===== src/rtl/truth_table_sequencer.sv =====
// rtl/truth_table_sequencer.sv - sweeps 16 minterms of a 4-input function and compares f_in against an expected table
// Optional TTS_SETTLE_EN inserts a non-sampling SETTLE cycle before each RUN sample.
module truth_table_sequencer (
    input  logic        clk,
    input  logic        rst_n,
    input  logic        start,
    input  logic        abort,
    input  logic [15:0] mask,
    input  logic        f_in,
    output logic [3:0]  xywz,
    output logic        busy,
    output logic        done,
    output logic [15:0] result,
    output logic [4:0]  mismatch_cnt,
    output logic        err_valid,
    output logic [3:0]  first_err
);

`ifdef TTS_SETTLE_EN
    typedef enum logic [1:0] {S_IDLE, S_RUN, S_SETTLE, S_DONE} state_t;
    localparam state_t FIRST_STATE = S_SETTLE;
`else
    typedef enum logic [1:0] {S_IDLE, S_RUN, S_DONE} state_t;
    localparam state_t FIRST_STATE = S_RUN;
`endif

    state_t      r_state;
    logic [3:0]  r_idx;
    logic [15:0] r_mask;
    logic [3:0]  r_xywz;
    logic        r_busy;
    logic        r_done;
    logic [15:0] r_result;
    logic [4:0]  r_mismatch_cnt;
    logic        r_err_valid;
    logic [3:0]  r_first_err;
    logic        w_mismatch;

    assign w_mismatch = f_in ^ r_mask[r_idx];

    always_ff @(posedge clk) begin
        if (!rst_n) begin
            r_state        <= S_IDLE;
            r_idx          <= 4'd0;
            r_mask         <= 16'h0000;
            r_xywz         <= 4'd0;
            r_busy         <= 1'b0;
            r_done         <= 1'b0;
            r_result       <= 16'h0000;
            r_mismatch_cnt <= 5'd0;
            r_err_valid    <= 1'b0;
            r_first_err    <= 4'd0;
        end else begin
            r_done <= 1'b0;
            case (r_state)
                S_IDLE: begin
                    // abort beats start when both arrive in IDLE
                    if (start && !abort) begin
                        r_state        <= FIRST_STATE;
                        r_idx          <= 4'd0;
                        r_mask         <= mask;
                        r_xywz         <= 4'd0;
                        r_busy         <= 1'b1;
                        r_result       <= 16'h0000;
                        r_mismatch_cnt <= 5'd0;
                        r_err_valid    <= 1'b0;
                        r_first_err    <= 4'd0;
                    end
                end
                S_RUN: begin
                    if (abort) begin
                        r_state <= S_IDLE;
                        r_idx   <= 4'd0;
                        r_xywz  <= 4'd0;
                        r_busy  <= 1'b0;
                    end else begin
                        r_result[r_idx] <= f_in;
                        if (w_mismatch) begin
                            r_mismatch_cnt <= r_mismatch_cnt + 5'd1;
                            if (!r_err_valid) begin
                                r_err_valid <= 1'b1;
                                r_first_err <= r_idx;
                            end
                        end
                        if (r_idx == 4'd15) begin
                            r_state <= S_DONE;
                            r_idx   <= 4'd0;
                            r_xywz  <= 4'd0;
                            r_busy  <= 1'b0;
                            r_done  <= 1'b1;
                        end else begin
                            r_state <= FIRST_STATE;
                            r_idx   <= r_idx + 4'd1;
                            r_xywz  <= r_idx + 4'd1;
                        end
                    end
                end
`ifdef TTS_SETTLE_EN
                S_SETTLE: begin
                    if (abort) begin
                        r_state <= S_IDLE;
                        r_idx   <= 4'd0;
                        r_xywz  <= 4'd0;
                        r_busy  <= 1'b0;
                    end else begin
                        r_state <= S_RUN;
                    end
                end
`endif
                S_DONE: begin
                    r_state <= S_IDLE;
                end
                default: begin
                    r_state <= S_IDLE;
                end
            endcase
        end
    end

    assign xywz         = r_xywz;
    assign busy         = r_busy;
    assign done         = r_done;
    assign result       = r_result;
    assign mismatch_cnt = r_mismatch_cnt;
    assign err_valid    = r_err_valid;
    assign first_err    = r_first_err;

endmodule


===== config.mk =====
export PLATFORM = sky130hd
export DESIGN_NAME = truth_table_sequencer
export DESIGN_NICKNAME = d
export VERILOG_FILES = /design/src/rtl/truth_table_sequencer.sv
export SDC_FILE = /design/constraint.sdc
export NUM_CORES = 1
export LEC_CHECK = 0
export BUFFER_PORTS_ARGS = -buffer_cell sky130_fd_sc_hd__buf_4
export CAP_MARGIN = 20
export CORE_AREA = 2 2 88 90
export DETAILED_ROUTE_END_ITERATION = 16
export DIE_AREA = 0 0 90 92
export SLEW_MARGIN = 25
export SYNTH_ARGS = -nofsm -noshare
export SYNTH_HDL_FRONTEND = slang
export SYNTH_SLANG_ARGS = --single-unit

===== constraint.sdc =====
create_clock -name clk -period 7.2 [get_ports clk]
set_clock_uncertainty 0.1 [all_clocks]
set_input_delay 1.08 -clock clk [delete_from_list [all_inputs] [get_ports clk]]
set_output_delay 1.08 -clock clk [all_outputs]
set_load 0.02 [all_outputs]

== Word level (Yosys, flattened, before mapping) ==
Index checks and enable logic that the tools add are counted.

* Bits in registers: 50
* Input bits: 21
* Word-level logic and storage cells: 68

* $add $sub $neg: 2
* Order comparisons: 2
* Equality and inequality tests: 7
* Multiplexer cells: 33
* Bitwise gates (word level): 3
* Reduce and logical (&&, ||, !) cells: 12

{| class="wikitable"
|+ Operator list
! cell !! count
|-
| two-way mux 16 bit || 2
|-
| case mux 16 bit (2 select lines) || 1
|-
| two-way mux 4 bit || 6
|-
| bitwise mux 16 bit || 1
|-
| case mux 4 bit (2 select lines) || 2
|-
| two-way mux 5 bit || 3
|-
| case mux 5 bit (2 select lines) || 1
|-
| two-way mux 1 bit || 9
|-
| != test 2 bit, second input constant || 4
|-
| two-way mux 2 bit || 3
|-
| AND reduction 3 bit || 2
|-
| adder 5 x 1 -> 5 bit, second input constant || 1
|-
| < comparator 4 x 5 -> 1 bit, second input constant || 1
|-
| AND reduction 5 bit || 1
|-
| adder 4 x 1 -> 4 bit, second input constant || 1
|-
| binary-select mux 1 bit (select 4 bit) || 1
|-
| demux 1 bit (select 4 bit) || 1
|-
| == test 4 bit, second input constant || 1
|-
| greater-or-equal comparator 4 x 1 -> 1 bit, second input constant || 1
|-
| case mux 1 bit (2 select lines) || 2
|-
| case mux 2 bit (2 select lines) || 1
|-
| AND reduction 2 bit || 2
|-
| AND reduction 4 bit || 1
|-
| != test 3 bit, second input constant || 1
|-
| other kinds (8) || 10
|}

== Depth between registers and ports, before layout ==
* Depth after elaboration: 7
* Mapped depth: 8

== Least setup slack after synthesis ==
Ideal clock, no wire load.

* Kind: reg-to-reg
* From: register, netlist name xywz[1]
* To: register r_mismatch_cnt[3], in the netlist mismatch_cnt[3]
* Setup time: 0.062 ns
* Arrival time: 2.366 ns
* Data required time: 7.038 ns
* Path slack: 4.672 ns
* Cell stages (with the launch flop): 8
* Path buffers: 1
* Clock period less this slack: 2.528 ns
* Path through: dfxtp_1 buf_6 mux4_1 mux2i_1 xor2_1 a211o_4 or4_1 nand3_1

{| class="wikitable"
|+ RTL lines
! item !! RTL line !! text
|-
| to (signal assigned) || 79 || <nowiki>r_mismatch_cnt <= r_mismatch_cnt + 5'd1;</nowiki>
|-
| to (decl) || 34 || <nowiki>logic [4:0] r_mismatch_cnt;</nowiki>
|}

==> qor.yml <==
floorplanning:
  io_pins: 53
  die-width_um: 90
  core_um2: 7450
  die_h_um: 92
  design.die.area_um2: 8280
  rows: 32
  start_util_pct: 32.9
sta:
  finalWorstSetupSlack_ns: 4.58
  rsz0062_at_grt: "false"
  setup_viol: 0
  relSlewSlack_pct: 51.6
  drv_slew: 0
  clock.fmax_ghz: 0.382
  finalCritPeriodShare_pct: 36.3
  setup_tns_ns: 0
  worst_slew_pin_slew_ns: 0.726
  min_period_ns: 2.62
  hold_violations: 0
synthesis:
  yosys_warnings: 0
  syn-cell-area_um2: 2450
  synth-main-ff-cell: "dfxtp_1"
  synth_cell_type_count: 45
  syn_avg_cell_area_um2: 8.64
  syn_inst: 284
  ys_async_sr_fraction_pct: 0
  yosys_register_bits: 50
  syn-num-nets: 310
  synth-edff-count: 0
  synth_seq_area_share_pct: 40.8
clocking:
  root_buffer: "clkbuf_8"
  clk_pin_slew_ns: 0.10
  clock_sinks: 50
  tritoncts: "built"
  cts.repair.resized: 0
  post_cts.repair.setup_buffers: 0
  clk_latency_ns: 0.30
  cts_buffer_depth: 2
  cts_max_level: 2
  cts_buffers: 5
  hold_buffers: 0
min_path:
  hold_end: "r_mask[2]"
  worstHoldStart: "r_mask[2]"
  min_path_cells: 2
  hold_path.class: "reg2reg"
final_layout:
  final_layout_size_suffix_gt1_share_pct: 21.1
  area_growth_pct: 21.0
  mostFrequentLayoutCells: "53 x nand2_1, 53 x buf_4, 50 x dfxtp_1"
  final_core_util_pct: 39.9
  diodes: 0
  fin_nets: 348
global_routing:
  antenna_found_initial: 0
  track_usage_pct: 14.0
  grt_max_degree: 49
  grt_pass1_wl_mm: 9.43
  grt-ovfl-total: 0
  grt_pass1_vias: 1948
routing:
  routed_wl_mm: 5.76
  vias: 2082
  ant_nets: 0
  via_per_inst: 4.90
  first_iter_violations: 92
  wire_per_inst_um: 13.6
  first_pass_iters: 4
  drc_errors: 0
critical_path:
  crit_chain: "mux4_1 > mux2i_1 > xor2_1 > a211o_4 > or3_1 > o31ai_2"
  slowest_delay_ns: 0.61
  path_buf_inv: 0
  timing.rr.end: "mismatch_cnt[4]"
  worst_path_max_delay_cell: "dfxtp_1"
  cp_data_required_time_ns: 7.33
  critical_path_class: "reg2reg"
  reg2regPathDepth: 6
  reg2reg_from: "xywz[1]"
  worstPathMaxFanout: 11
  worstPathArrival_ns: 2.75
  rrSetupSlack_ns: 4.58
  start_kind: "register"
  end_kind: "register"
  critPathTopFamily: "multiplexers"
placed_design:
  gp_congestion: 0.808
  port_buffers: 52
  dpl.hpwl_mm: 4.02
  post-place-ws_ns: 4.52
run:
  cap_viol_max_count: 0
pwr:
  p_leak_nw: 1.13
  p_clk_share_pct: 34.1
  p_int_mw: 0.380
  sw_frac_of_total_pct: 24.4
  seqPwrFrac_pct: 56.8
  vdd_drop_max_mv: 0.0519
  comb_power_share_pct: 9.1
  p_per_area_nw_per_um2: 169
  power.switching_mw: 0.122
outcome:
  status: "finished clean"
==> stage by stage <==
| stage | cell area [µm²] | std cells | power [mW] | hold WS (ns) |
|---|---|---|---|---|
| 3_3_place_gp | 2870 | 417 | 0.337 | 0.352 |
| 5_1_grt | 2970 | 425 | 0.529 | 0.397 |
| 3_5_place_dp | 2870 | 417 | 0.338 | 0.358 |
| 2_1_floorplan | 2450 | 284 | 0.320 | 0.339 |
| 4_1_cts | 2970 | 425 | 0.510 | 0.372 |
| 6_report | 2970 | 425 | 0.502 | 0.366 |
==> worst max path at each step <==
| stage | startpoint | end | depth (start not counted) |
|---|---|---|---|
| after floorplan | xywz[1] | mismatch_cnt[3] | 7 |
| after global placement | abort | mismatch_cnt[0] | 5 |
| after detailed placement | abort | mismatch_cnt[0] | 5 |
| after CTS | xywz[1] | mismatch_cnt[4] | 6 |
| after global routing | xywz[1] | mismatch_cnt[3] | 6 |
| final | xywz[1] | mismatch_cnt[4] | 6 |
==> flip-flops by register name (all words and copies together) (netlist names) <==
name,cells
done,1
r_mask,16
busy,1
mismatch_cnt,5
r_state,2
first_err,4
result,16
err_valid,1
xywz,4
==> per-layer routing <==
layer / GRT usage [%] / routed length (µm) / up-vias
li1: - / - / 1078
met1: 18.5 / 2800 / 948
met2: 22.4 / 2640 / 48
met3: 3.37 / 233 / 8
met4: 4.62 / 89 / 0
met5: 0 / 0 / -
==> cells in the mapped netlist (3+ instances only) <==
library cell	number	area [µm²]
nor3b_1	4	30.0
nor2_1	4	15.0
nor2b_1	9	56.3
clkbuf_1	17	63.8
nand3_1	4	20.0
inv_1	3	11.3
o21ai_0	21	105
dfxtp_1	50	1000
mux2i_1	5	50.1
a22oi_1	3	22.5
a21boi_0	34	255
ha_1	5	62.6
a22o_1	4	35.0
buf_6	3	33.8
and2_1	8	50.1
nand2_1	53	199
a31oi_1	3	18.8
a32o_1	4	40.0
a21oi_1	18	90.1
==> worst reg2reg max path: cells and delay by family (launching register included) <==
| family | cells | cell delay, ns |
|---|---|---|
| XOR/XNOR | 1 | 0.10 |
| AO/OA/AOI/OAI | 2 | 0.60 |
| AND/OR/NAND/NOR | 1 | 0.37 |
| multiplexers | 2 | 0.76 |
| flip-flops | 1 | 0.61 |
==> cells by family (layout without fill, tap and decap cells) <==
family	Yosys count	in the layout	share of synthesized area, %
mux	8	8	4.49
compound gates	97	97	26.7
buf+inv	25	64	4.90
simple gates	98	98	20.2
flops	50	50	40.8
xor+xnor	1	1	0.357
fa+ha+maj	5	5	2.55
==> area by class of cell <==
| type | count | area [µm²] |
|---|---|---|
| sequential | 50 | 1000 |
| timing repair buffer | 53 | 398 |
| multi-input combinational | 209 | 1340 |
| fill | 790 | 4480 |
| inverter | 3 | 11.3 |
| tap | 102 | 128 |
| clock inverter | 2 | 12.5 |
| clock buffer | 6 | 82.6 |
==> power by group through the flow <==
stage	Combinational [mW]	Sequential, mW	Clock, mW
global placement	0.0457	0.291	0
detailed placement	0.0463	0.292	0
floorplan	0.0290	0.291	0
global route	0.0514	0.286	0.191
CTS	0.0464	0.285	0.179
finish	0.0459	0.285	0.171
(Power assumes the default switching activity.)
